File: src/rtl/karatsuba_div_32.sv
`default_nettype none
// ============================================================================
// Module      : karatsuba_div_32
// Description : Sequential restoring divider, n-bit dividend by m-bit divisor,
//               one quotient bit per clock. Define KDIV_FAST_EXIT_EN to
//               finish in one cycle when B == 0 or A < B.
// Revision    : 1.0 - initial release
// ============================================================================
module karatsuba_div_32 #(
    parameter int m = 16,
    parameter int n = 32
) (
    input  logic         clk,
    input  logic         rst,
    input  logic         start,
    input  logic [n-1:0] A,
    input  logic [m-1:0] B,
    output logic [n-1:0] Q,
    output logic [m-1:0] R,
    output logic         busy,
    output logic         done,
    output logic         div0
);

    localparam int                 c_CNT_W = (n > 1) ? $clog2(n) : 1;
    localparam logic [c_CNT_W-1:0] c_LAST  = c_CNT_W'(n - 1);

    typedef enum logic [1:0] {
        IDLE = 2'd0,
        RUN  = 2'd1,
        DONE = 2'd2
    } state_t;

    state_t               r_state;
    state_t               w_next_state;

    // r_dvd holds the dividend and is progressively replaced by quotient bits
    logic [n-1:0]         r_dvd;
    logic [m-1:0]         r_dvs;
    logic [m:0]           r_rem;
    logic [c_CNT_W-1:0]   r_cnt;

    logic [m:0]           w_shift;
    logic [m:0]           w_diff;
    logic                 w_ge;
    logic [m:0]           w_rem_next;
    logic [n-1:0]         w_quo_next;
    logic                 w_accept;
    logic                 w_last;
    logic                 w_fast;
    logic                 w_finish;
    logic                 w_dvs_zero;
    logic                 w_unused;

    assign w_shift    = {r_rem[m-1:0], r_dvd[n-1]};
    assign w_ge       = (w_shift >= {1'b0, r_dvs});
    assign w_diff     = w_shift - {1'b0, r_dvs};
    assign w_rem_next = w_ge ? w_diff : w_shift;
    assign w_quo_next = {r_dvd[n-2:0], w_ge};
    assign w_dvs_zero = (r_dvs == '0);

    // The top remainder bit is always clear after a restoring step
    assign w_unused   = r_rem[m];

    assign w_accept = start && ((r_state == IDLE) || (r_state == DONE));
    assign w_last   = (r_state == RUN) && (r_cnt == c_LAST);

`ifdef KDIV_FAST_EXIT_EN
    assign w_fast = (r_state == RUN) && (r_cnt == '0) &&
                    (w_dvs_zero || (r_dvd < n'(r_dvs)));
`else
    assign w_fast = 1'b0;
`endif

    assign w_finish = w_last || w_fast;

    always_ff @(posedge clk or posedge rst) begin
        if (rst) begin
            r_state <= IDLE;
        end else begin
            r_state <= w_next_state;
        end
    end

    always_comb begin
        w_next_state = r_state;
        case (r_state)
            IDLE:    if (start) w_next_state = RUN;
            RUN:     if (w_finish) w_next_state = DONE;
            DONE:    w_next_state = start ? RUN : IDLE;
            default: w_next_state = IDLE;
        endcase
    end

    always_ff @(posedge clk or posedge rst) begin
        if (rst) begin
            r_dvd <= '0;
            r_dvs <= '0;
            r_rem <= '0;
            r_cnt <= '0;
            Q     <= '0;
            R     <= '0;
            busy  <= 1'b0;
            done  <= 1'b0;
            div0  <= 1'b0;
        end else if (w_accept) begin
            r_dvd <= A;
            r_dvs <= B;
            r_rem <= '0;
            r_cnt <= '0;
            busy  <= 1'b1;
            done  <= 1'b0;
        end else if (r_state == RUN) begin
            r_dvd <= w_quo_next;
            r_rem <= w_rem_next;
            r_cnt <= r_cnt + c_CNT_W'(1);
            if (w_finish) begin
                busy <= 1'b0;
                done <= 1'b1;
                div0 <= w_dvs_zero;
                if (w_fast) begin
                    // Early exit: quotient is all ones for B == 0, else zero
                    Q <= w_dvs_zero ? '1 : '0;
                    R <= r_dvd[m-1:0];
                end else begin
                    Q <= w_quo_next;
                    R <= w_rem_next[m-1:0];
                end
            end
        end else begin
            done <= 1'b0;
        end
    end

endmodule
`default_nettype wire

File: config.mk
export PLATFORM = sky130hd
export DESIGN_NAME = karatsuba_div_32
export DESIGN_NICKNAME = d
export VERILOG_FILES = /design/src/rtl/karatsuba_div_32.sv
export SDC_FILE = /design/constraint.sdc
export NUM_CORES = 1
export LEC_CHECK = 0
export BUFFER_PORTS_ARGS = -buffer_cell sky130_fd_sc_hd__buf_2
export CAP_MARGIN = 20
export CORE_ASPECT_RATIO = 1.4
export CORE_MARGIN = 2
export CORE_UTILIZATION = 51
export CTS_CLUSTER_SIZE = 12
export DETAILED_ROUTE_END_ITERATION = 16
export HOLD_SLACK_MARGIN = 0.02
export PLACE_DENSITY_LB_ADDON = 0.3
export SLEW_MARGIN = 20
export SYNTH_ARGS = -nofsm -noshare
export SYNTH_HDL_FRONTEND = slang
export SYNTH_SLANG_ARGS = --single-unit
File: constraint.sdc
create_clock -name clk -period 4.5 [get_ports clk]
set_input_delay 1.35 -clock clk [delete_from_list [all_inputs] [get_ports clk]]
set_output_delay 1.35 -clock clk [all_outputs]
set_load 0.02 [all_outputs]
Yosys cells after proc, flatten, opt, wreduce, memory -nomap -nowiden
Cells that the tools add are included.
- reduce and logical (&&, ||, !) cells: 10
- equal/unequal tests: 6
- magnitude comparators: 1
- multiplexer cells: 17
- bitwise logic cells: 1
- $add $sub $neg: 2
- operator list (cell ; number):
    two-way mux 32 bit ; 2
    two-way mux 16 bit ; 3
    >= comparator 17 x 16 -> 1 bit ; 1
    zero test 16 bit ; 1
    subtractor 16 bit ; 1
    two-way mux 5 bit ; 2
    two-way mux 1 bit ; 7
    case mux 2 bit (3 select lines) ; 1
    adder 5 x 1 -> 5 bit, second input constant ; 1
    equality test 5 bit, second input constant ; 1
    two-way mux 2 bit ; 2
    != test 2 bit, second input constant ; 2
    AND reduction 2 bit ; 2
    nonzero test 2 bit ; 2
    != test 3 bit, second input constant ; 1
    AND reduction 3 bit ; 1
    equality test 2 x 1 -> 1 bit, second input constant ; 1
    equality test 2 bit, second input constant ; 1
    logical AND 1 bit ; 2
    zero test 2 bit ; 1
    logical OR 1 bit ; 1
    inverter 1 bit ; 1
- bits of input ports: 51
- output and inout port bits: 51
- logic and storage cells: 47
- flip-flop bits (word level): 122

Depth between registers and ports, before layout
- depth after elaboration: 5
- mapped depth: 11
- gate-level depth less buffers: 10

Least setup slack after synthesis
OpenSTA, ideal clock, no wires.
- path kind: input to register
- from: input port start
- to: register r_dvd[10]
- required time: 4434 ps
- path buffers: 2
- cell stages on the path: 6
- library setup time: 66 ps
- arrival time: 2366 ps
- slack: 2068 ps
- path through: nor2b_1 nor2_1 clkbuf_1 buf_1 nand2_1 nand2_1
- word-level cells in the longest chain between the ends: 2
- elaborated cells between the ends (all ways): 3
- those cells by class: mux: 1; reduce/logical: 2
- RTL lines (what ; RTL line ; RTL):
    start: declaration ; 15 ; input logic start,
    logical AND 1 bit * ; 65 ; assign w_accept = start && ((r_state == IDLE) || (r_state == DONE));
    two-way mux 32 bit or nonzero test 2 bit (tied branches) ; -- ;
    end signal: assignment ; 114 ; r_dvd <= w_quo_next;
    end: declaration ; 38 ; logic [n-1:0] r_dvd;
Mark *: on every way between the ends. The rest lies on a longest branch, timed or not.
A chain may end at the register's enable or synchronous reset.

Final worst setup path
- from: register r_rem[12]
- to: register R[5]
- word-level cells in the longest chain between the ends: 2
- RTL lines (what ; RTL line ; RTL):
    start: declaration ; 40 ; logic [m:0] r_rem;
    start signal: assignment ; 115 ; r_rem <= w_rem_next;
    >= comparator 17 x 16 -> 1 bit ; 56 ; assign w_ge = (w_shift >= {1'b0, r_dvs});
    two-way mux 16 bit ; 58 ; assign w_rem_next = w_ge ? w_diff : w_shift;
    end signal: assignment ; 124 ; R <= r_dvd[m-1:0];
    end signal: assignment ; 127 ; R <= w_rem_next[m-1:0];
    end: declaration ; 19 ; output logic [m-1:0] R,
Every way passes these cells.

==> out/metrics.cfg <==
[timing]
worst_slew_pin_slew_ns = 0.882
finalCriticalPeriod_ns = 2.92
clock_skew_ns = 0.0268
finalHoldViolCount = 0
fin_ws_ns = 1.58
max_slew_margin_pct = 41.2
finalSetupViolations = 0
tns_ns = 0
whs_ns = 0.468
drv_slew = 0
fmax_mhz = 342
finalCritPeriodShare_pct = 64.9
rsz0062_at_grt = false

[placement]
hpwlAfterDp_um = 9650
post-place-cells = 849
place.port_buffers = 101
post_dp_cell_area_um2 = 6410
place_congestion = 0.983
dp_slack_ns = 1.64

[cts]
clock_path_buffers = 2
numCtsBuffers = 17
ctsResizeCount = 0
postCtsSetupBuffers = 0
clk_latency_ns = 0.42
cts_tree = yes
cts_root_buf = clkbuf_16
hold_buffers = 0
cts_sinks = 122
cts_htree_levels = 4
cts.reportedPaths.clkPinSlew_ns = 0.05

[logic_synthesis]
synthCells = 631
synth_common_cells = nand2_1, dfrtp_1, a22oi_1
synth-edff-count = 0
synth.yosys.seq_area_share_pct = 52.8
yosysMostFrequentCell = nand2_1
ys_types = 52
ys.flop_type = dfrtp_1
synth_top_family_by_area = simple AND/OR/NAND/NOR gates
syn_avg_cell_area_um2 = 9.16
async_flop_share_pct = 100
netlist_area_um2 = 5780
synth_compound_area_share_pct = 15.8
synthAdderAreaFrac_pct = 4.24
synthXorXnorAreaFrac_pct = 1.52
synth_fp_nets = 701
yosysTopAreaCellShare_pct = 52.8
synthMuxAreaShare_pct = 1.93
yosysTopAreaCell = dfrtp_1
synth.area.top_cells = dfrtp_1, nand2_1, a22oi_1, ha_1, o21ai_0
ys_seq_elements = 122
yosys.area_share.simple_pct = 19.8
yosysWarnings = 0

[setup_path]
rr_worst_depth = 7
cp_max_fo = 17
startpoint_type = flip-flop
r2r-end = R[5]
cp-endpoint = R[5]
end_kind = flip-flop
worstSetupPathType = reg2reg
arrival_ns = 3.17
r2r_slack_ns = 1.58
r2r-start = r_rem[12]
critPathRequiredTime_ns = 4.75
cp-startpoint = r_rem[12]

[routing]
topRoutingLayerUsed = met4
vias_per_cell = 5.59
drc = 0
wl_um = 14400
dr_wl_met2_um = 7370
dr.pass1.iters = 6
m1WireLength_um = 5850
drt_iter0_drc = 402
detail-route-antenna-nets = 0
dr_wl_met3_um = 801
vias = 4928
wire_per_inst_um = 16.3

[final_layout]
antenna_cells = 0
post_route_cells_drive_above_1_share_pct = 19.9
post-route-cell-area_um2 = 7030
nFillCells = 960
seqCellArea_um2 = 3050
final_cells = 882
layout.nets = 796
utilization_pct = 62.9
multi_input_area_um2 = 2530
syn_to_final_growth_pct = 21.6

[min_path]
hold_class = reg2reg

[floorplanning]
die_h_um = 130
row_count = 46
start_util_pct = 51.8
io_pins = 102
die_area_um2 = 12200
die_w_um = 94.0
core_area_um2 = 11200

[power_and_ir_drop]
peakVddDrop_mv = 0.373
combPwrFrac_pct = 49.8
p_leak_nw = 3.58
power_density_nw_per_um2 = 940
p_sw_mw = 2.84
p_sw_share_pct = 43.1
p_seq_share_pct = 30.2
p_int_mw = 3.76
power_frac_clock_pct = 20.0
fin_total_pwr_mw = 6.60

[global_routing]
grt_pass1_wl_um = 23400
first_global_vias = 4960
grt_usage_pct = 24.6
grt_max_degree = 67
antenna_found_initial = 0
overflow = 0

[job]
cap_violations = 0

[outcome]
outcome = completed

## area by class of cell
class                   instances  share of cell area, %
flip-flops and latches        122                   43.4
clock inverters                 7                   1.30
repair buffers                108                   8.58
clock buffers                  24                   6.86
well taps                     144                   2.56
multi-input cells             454                   36.0
inverters                      23                   1.28
## metal layers
layer / up-vias / track usage (%)
met3: 27 / 5.37
met4: 0 / 10.1
met5: - / 0
li1: 2333 / -
met2: 175 / 42.1
met1: 2393 / 30.1
## state kept, by name, summed over array words and instances, names as in the netlist
register,cells
Q,32
r_dvd,32
done,1
busy,1
r_cnt,5
r_rem,16
r_dvs,16
div0,1
r_state,2
R,16
## logic make-up (layout without fill, tap and decap cells)
| logic type | count (synthesis) | in the layout |
|---|---|---|
| fa+ha+maj | 19 | 19 |
| compound gates | 134 | 134 |
| xor+xnor | 10 | 10 |
| flops | 122 | 122 |
| mux | 11 | 11 |
| simple gates | 280 | 280 |
| buf+inv | 55 | 162 |
## critical path, cell delays in order (launching register included)
cell,delay [ns]
dfrtp_1,0.41
ha_1,0.43
nand3_1,0.15
or3_1,0.40
a31oi_2,0.18
or3_1,0.72
mux2i_1,0.37
o21ai_1,0.09
## power by group through the flow
stage | combinational, mW | clock, mW | sequential, mW
finish | 3.29 | 1.32 | 1.99
global route | 3.64 | 1.38 | 2.05
CTS | 3.23 | 1.34 | 1.99
global placement | 3.08 | 0 | 1.97
floorplan | 2.25 | 0 | 2.12
detailed placement | 3.21 | 0 | 1.99
## worst min-delay path by stage
stage	startpoint	end	cells after the start
floorplan	r_dvd[9]	Q[10]	2
global placement	Q[15]	Q[15]	2
detailed placement	Q[7]	Q[7]	2
CTS	Q[29]	Q[29]	2
global route	R[6]	R[6]	2
finish	Q[29]	Q[29]	2
## cells in the final DEF (no fill, tap or decap), drive strengths merged, types with 5 or more instances in the layout
cell,instances
ha,18
a21oi,11
xnor2,6
nand3,12
dfrtp,122
inv,22
clkbuf,24
buf,108
nor2,22
nand2,214
a22oi,31
mux2i,10
a211oi,5
o21a,5
o21ai,46
a31oi,5
nand2b,5
nor3,8
No activity file was read; power rests on OpenSTA's default activity.
